### config.mk
export PLATFORM = sky130hd
export DESIGN_NAME = uart_cmd_assembler_flat
export DESIGN_NICKNAME = d
export VERILOG_FILES = /design/src/rtl/uart_pkg.sv /design/src/rtl/uart_cmd_assembler_if.sv /design/src/rtl/uart_cmd_timer.sv /design/src/rtl/uart_cmd_assembler.sv /design/src/flat_wrapper.sv
export SDC_FILE = /design/constraint.sdc
export NUM_CORES = 1
export LEC_CHECK = 0
export CAP_MARGIN = 15
export CORE_AREA = 2 2 74 76
export DETAILED_ROUTE_END_ITERATION = 8
export DIE_AREA = 0 0 76 78
export PLACE_DENSITY = 0.82
export SLEW_MARGIN = 20
export SYNTH_ARGS = -nofsm -noshare
export SYNTH_HDL_FRONTEND = slang
export SYNTH_SLANG_ARGS = --single-unit
### constraint.sdc
create_clock -name clk -period 3.1 [get_ports clk]
set_clock_uncertainty 0.15 [all_clocks]
set_input_delay 0.62 -clock clk [delete_from_list [all_inputs] [get_ports clk]]
set_output_delay 0.62 -clock clk [all_outputs]
set_load 0.01 [all_outputs]
### src/rtl/uart_pkg.sv
// Shared types and widths for the UART command assembler slice.
package uart_pkg;

  localparam int unsigned BYTE_W = 8;
  localparam int unsigned CMD_W  = 24;

  // Packet assembly progress: which byte of the 3-byte command comes next.
  typedef enum logic [1:0] {
    WAIT_OP = 2'd0,
    WAIT_HI = 2'd1,
    WAIT_LO = 2'd2
  } asm_state_t;

  // Assembled command payload, most significant field first.
  typedef struct packed {
    logic [BYTE_W-1:0] opcode;
    logic [BYTE_W-1:0] data_hi;
    logic [BYTE_W-1:0] data_lo;
  } cmd_t;

  // Pack the three command bytes into the flat command word.
  function automatic logic [CMD_W-1:0] pack_cmd(
    input logic [BYTE_W-1:0] opcode,
    input logic [BYTE_W-1:0] data_hi,
    input logic [BYTE_W-1:0] data_lo
  );
    cmd_t c;
    c.opcode  = opcode;
    c.data_hi = data_hi;
    c.data_lo = data_lo;
    return CMD_W'(c);
  endfunction

endpackage

### src/rtl/uart_cmd_assembler_if.sv
// Receiver-side byte handshake plus consumer-side command handshake.
interface uart_cmd_assembler_if;
  import uart_pkg::*;

  logic              rdy;
  logic [BYTE_W-1:0] rx_data;
  logic              clr_rdy;
  logic [CMD_W-1:0]  cmd;
  logic              cmd_rdy;
  logic              clr_cmd_rdy;
  logic              frame_err;
  logic              overrun;

  // Assembler view.
  modport master (
    input  rdy, rx_data, clr_cmd_rdy,
    output clr_rdy, cmd, cmd_rdy, frame_err, overrun
  );

  // Environment view: UART receiver and command consumer.
  modport slave (
    output rdy, rx_data, clr_cmd_rdy,
    input  clr_rdy, cmd, cmd_rdy, frame_err, overrun
  );

endinterface

### src/rtl/uart_cmd_timer.sv
// Inter-byte timeout counter: flags expiry when the count reaches TIMEOUT_CYCLES-1.
module uart_cmd_timer #(
  parameter int unsigned TIMEOUT_CYCLES = 1_000_000
) (
  input  logic clk,
  input  logic rst,
  input  logic clear,
  input  logic enable,
  output logic expire_c
);

  localparam int unsigned       CNT_W = $clog2(TIMEOUT_CYCLES);
  localparam logic [CNT_W-1:0]  LAST  = CNT_W'(TIMEOUT_CYCLES - 1);

  logic [CNT_W-1:0] count;

  // Count idle cycles; clear has priority over enable.
  always_ff @(posedge clk) begin
    if (rst || clear) begin
      count <= '0;
    end else if (enable) begin
      count <= count + CNT_W'(1);
    end
  end

  assign expire_c = (count == LAST);

endmodule

### src/rtl/uart_cmd_assembler.sv
// Assembles 3-byte UART packets into a 24-bit command with timeout and overrun reporting.
module uart_cmd_assembler
  import uart_pkg::*;
#(
  parameter int unsigned TIMEOUT_CYCLES = 1_000_000
) (
  input logic                  clk,
  input logic                  rst,
  uart_cmd_assembler_if.master bus
);

  asm_state_t        state;
  asm_state_t        state_next;
  logic [BYTE_W-1:0] opcode;
  logic [BYTE_W-1:0] data_hi;
  logic [CMD_W-1:0]  cmd_q;
  logic              cmd_rdy_q;
  logic              overrun_q;

  logic accept;
  logic complete;
  logic timeout;
  logic expire_c;
  logic tmr_clear;
  logic tmr_en;

  // Idle-cycle counter; stays cleared while no packet is in progress.
  uart_cmd_timer #(
    .TIMEOUT_CYCLES (TIMEOUT_CYCLES)
  ) u_timer (
    .clk      (clk),
    .rst      (rst),
    .clear    (tmr_clear),
    .enable   (tmr_en),
    .expire_c (expire_c)
  );

  // State register.
  always_ff @(posedge clk) begin
    if (rst) begin
      state <= WAIT_OP;
    end else begin
      state <= state_next;
    end
  end

  // Next-state and handshake decode; an arriving byte always beats expiry.
  always_comb begin
    state_next = state;
    accept     = 1'b0;
    complete   = 1'b0;
    timeout    = 1'b0;
    tmr_clear  = 1'b0;
    tmr_en     = 1'b0;

    if (!rst) begin
      accept = bus.rdy;
      unique case (state)
        WAIT_OP: begin
          tmr_clear = 1'b1;
          if (accept) begin
            state_next = WAIT_HI;
          end
        end
        WAIT_HI: begin
          if (accept) begin
            state_next = WAIT_LO;
          end else if (expire_c) begin
            timeout    = 1'b1;
            state_next = WAIT_OP;
          end
        end
        WAIT_LO: begin
          if (accept) begin
            complete   = 1'b1;
            state_next = WAIT_OP;
          end else if (expire_c) begin
            timeout    = 1'b1;
            state_next = WAIT_OP;
          end
        end
        default: begin
          state_next = WAIT_OP;
        end
      endcase
      tmr_clear = tmr_clear | accept | timeout;
      tmr_en    = (state != WAIT_OP) && !bus.rdy;
    end
  end

  // Partial packet bytes, kept apart from cmd so cmd stays stable during assembly.
  always_ff @(posedge clk) begin
    if (rst) begin
      opcode  <= '0;
      data_hi <= '0;
    end else if (accept) begin
      if (state == WAIT_OP) begin
        opcode <= bus.rx_data;
      end
      if (state == WAIT_HI) begin
        data_hi <= bus.rx_data;
      end
    end
  end

  // Command output register; a completion wins over a same-cycle acknowledge.
  always_ff @(posedge clk) begin
    if (rst) begin
      cmd_q     <= '0;
      cmd_rdy_q <= 1'b0;
      overrun_q <= 1'b0;
    end else if (complete) begin
      cmd_q     <= pack_cmd(opcode, data_hi, bus.rx_data);
      cmd_rdy_q <= 1'b1;
      if (cmd_rdy_q && !bus.clr_cmd_rdy) begin
        overrun_q <= 1'b1;
      end
    end else if (bus.clr_cmd_rdy) begin
      cmd_rdy_q <= 1'b0;
    end
  end

  assign bus.clr_rdy   = accept;
  assign bus.frame_err = timeout;
  assign bus.cmd       = cmd_q;
  assign bus.cmd_rdy   = cmd_rdy_q;
  assign bus.overrun   = overrun_q;

endmodule

### src/flat_wrapper.sv
// flat-port wrapper written by rule: the top's interface ports become plain ports
module uart_cmd_assembler_flat import uart_pkg::*;
#(
  parameter int unsigned TIMEOUT_CYCLES = 1_000_000
)
  (clk, rst, bus_rdy, bus_rx_data, bus_clr_cmd_rdy, bus_clr_rdy, bus_cmd, bus_cmd_rdy, bus_frame_err, bus_overrun);
  uart_cmd_assembler_if bus_i ();
  input logic clk;
  input logic rst;
  input wire logic [$bits(bus_i.rdy)-1:0] bus_rdy;
  input wire logic [$bits(bus_i.rx_data)-1:0] bus_rx_data;
  input wire logic [$bits(bus_i.clr_cmd_rdy)-1:0] bus_clr_cmd_rdy;
  output wire logic [$bits(bus_i.clr_rdy)-1:0] bus_clr_rdy;
  output wire logic [$bits(bus_i.cmd)-1:0] bus_cmd;
  output wire logic [$bits(bus_i.cmd_rdy)-1:0] bus_cmd_rdy;
  output wire logic [$bits(bus_i.frame_err)-1:0] bus_frame_err;
  output wire logic [$bits(bus_i.overrun)-1:0] bus_overrun;
  assign bus_i.rdy = bus_rdy;
  assign bus_i.rx_data = bus_rx_data;
  assign bus_i.clr_cmd_rdy = bus_clr_cmd_rdy;
  assign bus_clr_rdy = bus_i.clr_rdy;
  assign bus_cmd = bus_i.cmd;
  assign bus_cmd_rdy = bus_i.cmd_rdy;
  assign bus_frame_err = bus_i.frame_err;
  assign bus_overrun = bus_i.overrun;
  uart_cmd_assembler #(.TIMEOUT_CYCLES(TIMEOUT_CYCLES)) u_core (.clk(clk), .rst(rst), .bus(bus_i));
endmodule
== Word-level counts from Yosys, hierarchy flattened ==
Index checks and enable logic that the tools add are counted.
Widths: inputs -> output; s select.

* Add/sub/neg operators: 1
* Equal/unequal tests: 4
* Muxes and demuxes: 20
* Bitwise gates (word level): 2
* Reductions and logical operators: 12

{| class="wikitable"
|+ Operators with widths
! cell !! count
|-
| $add 20x1->20 const B || 1
|-
| $eq 20x20->1 const B || 1
|-
| $mux 1 || 15
|-
| $mux 2 || 4
|-
| $pmux 2 s3 || 1
|-
| $reduce_and 2->1 || 3
|-
| $reduce_bool 2->1 || 2
|-
| $eq 2x1->1 const B || 1
|-
| $eq 2x2->1 const B || 1
|-
| $logic_and 1x1->1 || 2
|-
| $logic_not 1->1 || 2
|-
| $logic_not 2->1 || 1
|-
| $ne 2x2->1 const B || 1
|-
| $or 1x1->1 || 2
|-
| $reduce_or 2->1 || 1
|-
| $logic_or 1x1->1 || 1
|}

* Register bits: 64
* Input port bits: 12
* Logic and storage cells: 46

== Longest topological paths before layout ==
* Word-level depth: 8
* Depth in mapped cells: 7
* Depth with buffers taken out: 6

== Hierarchy ==
From an unflattened synthesis, not the netlist that was laid out.

* Cell total of the unflattened synthesis: 318
* Area, all modules: 2745.1 µm²

{| class="wikitable"
|+ By module, submodules not included
! module !! times used !! cells an instance !! area each (µm²) !! seq. area each (µm²)
|-
| uart_cmd_assembler || 1 || 210 || 1815.5 || 880.8
|-
| uart_cmd_timer || 1 || 108 || 929.6 || 400.4
|}

== Least setup slack after synthesis ==
No wires, ideal clock.

* Path kind: input port to flip-flop
* Start point: in bus_rdy
* End point: reg u_core.u_timer.count[19]
* Arrival time: 2510 ps
* Required time: 2883 ps
* Setup slack: 373 ps
* Stages: 6
* Path buffers: 2
* Cells stage by stage: buf_6 or4b_4 or4_1 buf_2 or4_4 a21oi_2

* Longest elaborated chain between the ends: 6
* Elaborated cells between the ends (all ways): 10

{| class="wikitable"
|+ Ends and longest elaborated chain
! element !! RTL line !! RTL
|-
| from (decl) || flat_wrapper.sv:10 || <nowiki>input wire logic [$bits(bus_i.rdy)-1:0] bus_rdy;</nowiki>
|-
| $mux 1 || uart_cmd_assembler.sv:66 || <nowiki>if (accept) begin</nowiki>
|-
| $mux 1 || -- ||
|-
| $mux 1 || uart_cmd_assembler.sv:56 || <nowiki>if (!rst) begin</nowiki>
|-
| $or 1x1->1 || uart_cmd_assembler.sv:86 || <nowiki>tmr_clear = tmr_clear | accept | timeout;</nowiki>
|-
| $mux 1 || uart_cmd_assembler.sv:56 ||
|-
| $logic_or 1x1->1 || uart_cmd_timer.sv:19 || <nowiki>if (rst || clear) begin</nowiki>
|-
| to (signal assigned) || uart_cmd_timer.sv:22 || <nowiki>count <= count + CNT_W'(1);</nowiki>
|-
| to (decl) || uart_cmd_timer.sv:15 || <nowiki>logic [CNT_W-1:0] count;</nowiki>
|}

Parallel ways exist; a longest one is shown, timed or not. The select of a mux whose other input is x is not followed.
A chain may end at the register's enable or synchronous reset.

== Final worst setup path ==
* Start point: reg u_core.u_timer.count[0]
* End point: out bus_frame_err

* Longest elaborated chain between the ends: 6

{| class="wikitable"
|+ Ends and longest elaborated chain
! element !! RTL line !! RTL
|-
| $eq 20x20->1 || uart_cmd_timer.sv:26 || <nowiki>assign expire_c = (count == LAST);</nowiki>
|-
| $mux 1 || uart_cmd_assembler.sv:68, uart_cmd_assembler.sv:77 ||
|-
| $mux 1 || uart_cmd_assembler.sv:66 ||
|-
| $mux 1 || -- ||
|-
| $mux 1 (2 in a row) || uart_cmd_assembler.sv:56 ||
|-
| to (decl) || flat_wrapper.sv:16 || <nowiki>output wire logic [$bits(bus_i.frame_err)-1:0] bus_frame_err;</nowiki>
|}

Every way passes these cells. The select of a mux whose other input is x is not followed.

==> impl_metrics.json <==
{
  "switching_share_pct": 22.83,
  "crit_fanout": 4,
  "synth.distinct_cells": 31,
  "final_common_cell": "dfxtp_1",
  "fin_crit_sh_pct": 95.64,
  "syn_inst": 317,
  "hold_class": "reg -> reg",
  "postCtsSetupBuffers": 0,
  "peakVddDrop_mv": 0.3368,
  "wire_per_inst_um": 12.77,
  "drc": 0,
  "areaGrowthSynthToFinish_pct": 26.28,
  "cts-root-buf": "clkbuf_8",
  "slew_viol_final": 0,
  "relSlewSlack_pct": 71.14,
  "cts_hold_buf": 0,
  "p_int_mw": 1.313,
  "clockBufferDepth": 2,
  "cp_top_family": "simple AND/OR/NAND/NOR gates",
  "yosysWarnings": 0,
  "dieArea_mm2": 0.005928,
  "layoutNonFillerInstCount": 434,
  "worst_slew_pin_slew_ps": 432.9,
  "cts_tree": "yes",
  "fin_crit_ps": 2965,
  "hold_viol": 0,
  "initial_utilization_pct": 52.03,
  "antennaDiodeCount": 0,
  "detailed_place_hpwl_um": 3763,
  "core_region_area_mm2": 0.005042,
  "setup_viol": 0,
  "grt_pass1_wl_um": 9591,
  "p_comb_share_pct": 7.7,
  "outcome": "completed",
  "rsz0062_at_grt": "false",
  "ys_seq_elements": 64,
  "grt_antenna_before_repair": 0,
  "cts_resized": 1,
  "die_width_um": 76,
  "io_pins": 40,
  "fill_cells": 449,
  "grt_usage_pct": 20.05,
  "fp.dieH_um": 78,
  "vias_per_cell": 5.260,
  "synthesis.area_mm2": 0.002624,
  "worstPathCellList": "ha_2, nand4_1, or4_1, nor4_1, dlygate4sd2_1",
  "final_cell_mix": "64 x dfxtp_1, 50 x nand2_1, 38 x clkdlybuf4s50_1",
  "critPathCaptureType": "output port",
  "place.port_buffers": 39,
  "syn-num-nets": 334,
  "crit_type": "reg -> out",
  "leakagePower_nw": 1.083,
  "synth.avg_cell_area_um2": 8.277,
  "crit_path_start_kind": "flop",
  "cpMaxStageDelayCell": "or4_1",
  "power_mw": 1.701,
  "htree_levels": 3,
  "grt_pass1_vias": 2197,
  "cp_num_buf_inv": 1,
  "drtIter0Drc": 139,
  "cts_made_buffers": 9,
  "ys_seq_area_share_pct": 48.83,
  "seqPwrFrac_pct": 50.4,
  "ant_nets": 0,
  "clock_latency_ps": 330,
  "via_count": 2283,
  "drt-total-wl_um": 5542,
  "grt_max_degree": 51,
  "required_ps": 2330,
  "powerDensity_mw_per_mm2": 513.4,
  "crit_path_max_incr_delay_ps": 560,
  "gp_routability_congestion": 0.7714,
  "overflow": 0,
  "maxClockFrequency_mhz": 337.3,
  "clock_sink_count": 64,
  "power.share.clock_pct": 42.0,
  "layout.nets": 376,
  "clkTransAtPathRegs_ps": 70,
  "cp_data_arrival_time_ps": 2190,
  "dp_cells": 418,
  "first_pass_iters": 5,
  "drive_above_1_share_pct": 8.516,
  "switching_power_mw": 0.3883,
  "setup_tns_ps": 0,
  "core.rowCount": 26,
  "max_cap_violations": 0
}
[registers in the layout (all words and copies together), names as in the netlist]
signal                count
u_core.opcode             8
u_core.bus.cmd           24
u_core.bus.cmd_rdy        1
u_core.u_timer.count     20
u_core.bus.overrun        1
u_core.state              2
u_core.data_hi            8
[routing by layer]
| metal | track usage, % | part of all wire, % |
|---|---|---|
| met5 | 0 | 0 |
| met3 | 5.930 | 4.9 |
| met1 | 22.49 | 44 |
| met4 | 8.182 | 1.3 |
| met2 | 35.71 | 50 |
[cells by family (layout without fill, tap and decap cells)]
| logic type | after synthesis | in the layout | synth area share, % |
|---|---|---|---|
| buf+inv | 28 | 75 | 4.339 |
| xor+xnor | 9 | 9 | 3.004 |
| compound gates | 67 | 67 | 13.69 |
| fa+ha+maj | 5 | 5 | 2.384 |
| flops | 64 | 64 | 48.83 |
| simple gates | 144 | 144 | 27.75 |
[tightest hold or removal path, delay by kind of cell (launching register included)]
family          cells  cell delay [ps]
compound gates      1               50
flops               1              330
simple gates        1               40
[metrics by stage]
stage | util (%) | worst slack (ps) | area (um^2) | hold slack (ps)
after floorplan | - | 372.7 | 2624 | 274.9
after global placement | 61.74 | 127.5 | 3113 | 281.3
after detailed placement | 61.74 | 59.60 | 3113 | 294.1
after CTS | 65.66 | 112.0 | 3311 | 306.8
after global routing | 65.71 | 1.002 | 3313 | 330.0
final | 65.71 | 135.2 | 3313 | 305.5
[final timing paths]
kind,slack (ps),start,cells after the start,end
setup / recovery,140,u_core.u_timer.count[0],5,bus_frame_err
hold / removal,310,u_core.opcode[0],2,u_core.bus.cmd[16]
setup reg to reg,410,u_core.state[1],7,u_core.u_timer.count[13]
hold reg to reg,310,u_core.opcode[0],2,u_core.bus.cmd[16]
[final cells by class]
class	count	area, um^2	area share [%]
clock buffers	13	158.9	4.796
clock inverters	3	40.04	1.208
inverters	8	30.03	0.9063
multi-input cells	225	1236	37.31
flip-flops and latches	64	1281	38.67
well taps	70	87.58	2.644
repair buffers	51	479.2	14.46
[power groups by stage]
stage	Combinational [mW]	Clock, mW	Sequential [mW]
after global routing	0.145	0.761	0.859
after CTS	0.131	0.728	0.856
final	0.130	0.714	0.857
after global placement	0.128	0	0.874
after floorplan	0.0780	0	0.874
after detailed placement	0.130	0	0.875
[Yosys cell counts]
cell,n,share of area [%]
nor4_1,2,0.48
and2_1,1,0.24
a31oi_1,2,0.48
nand2_1,50,7.2
a21oi_1,26,5.0
or4_1,4,1.1
or4_4,1,0.43
and4_1,1,0.33
inv_1,8,1.1
nor4bb_1,1,0.38
dfxtp_1,64,49
a21oi_2,1,0.33
or4b_4,1,0.52
nor3_1,4,0.76
or3_1,8,1.9
ha_1,5,2.4
nand2b_1,26,6.2
o21bai_1,1,0.29
nand3_1,22,4.2
buf_2,1,0.19
nand4_1,5,1.2
xnor2_1,7,2.3
o31ai_1,3,0.86
buf_6,1,0.43
o211ai_1,3,0.86
nand3b_1,1,0.29
nor2_1,16,2.3
xor2_1,2,0.67
nor2b_1,1,0.24
o21ai_0,31,5.9
clkbuf_1,18,2.6
Power figures use the tool's default switching activity.
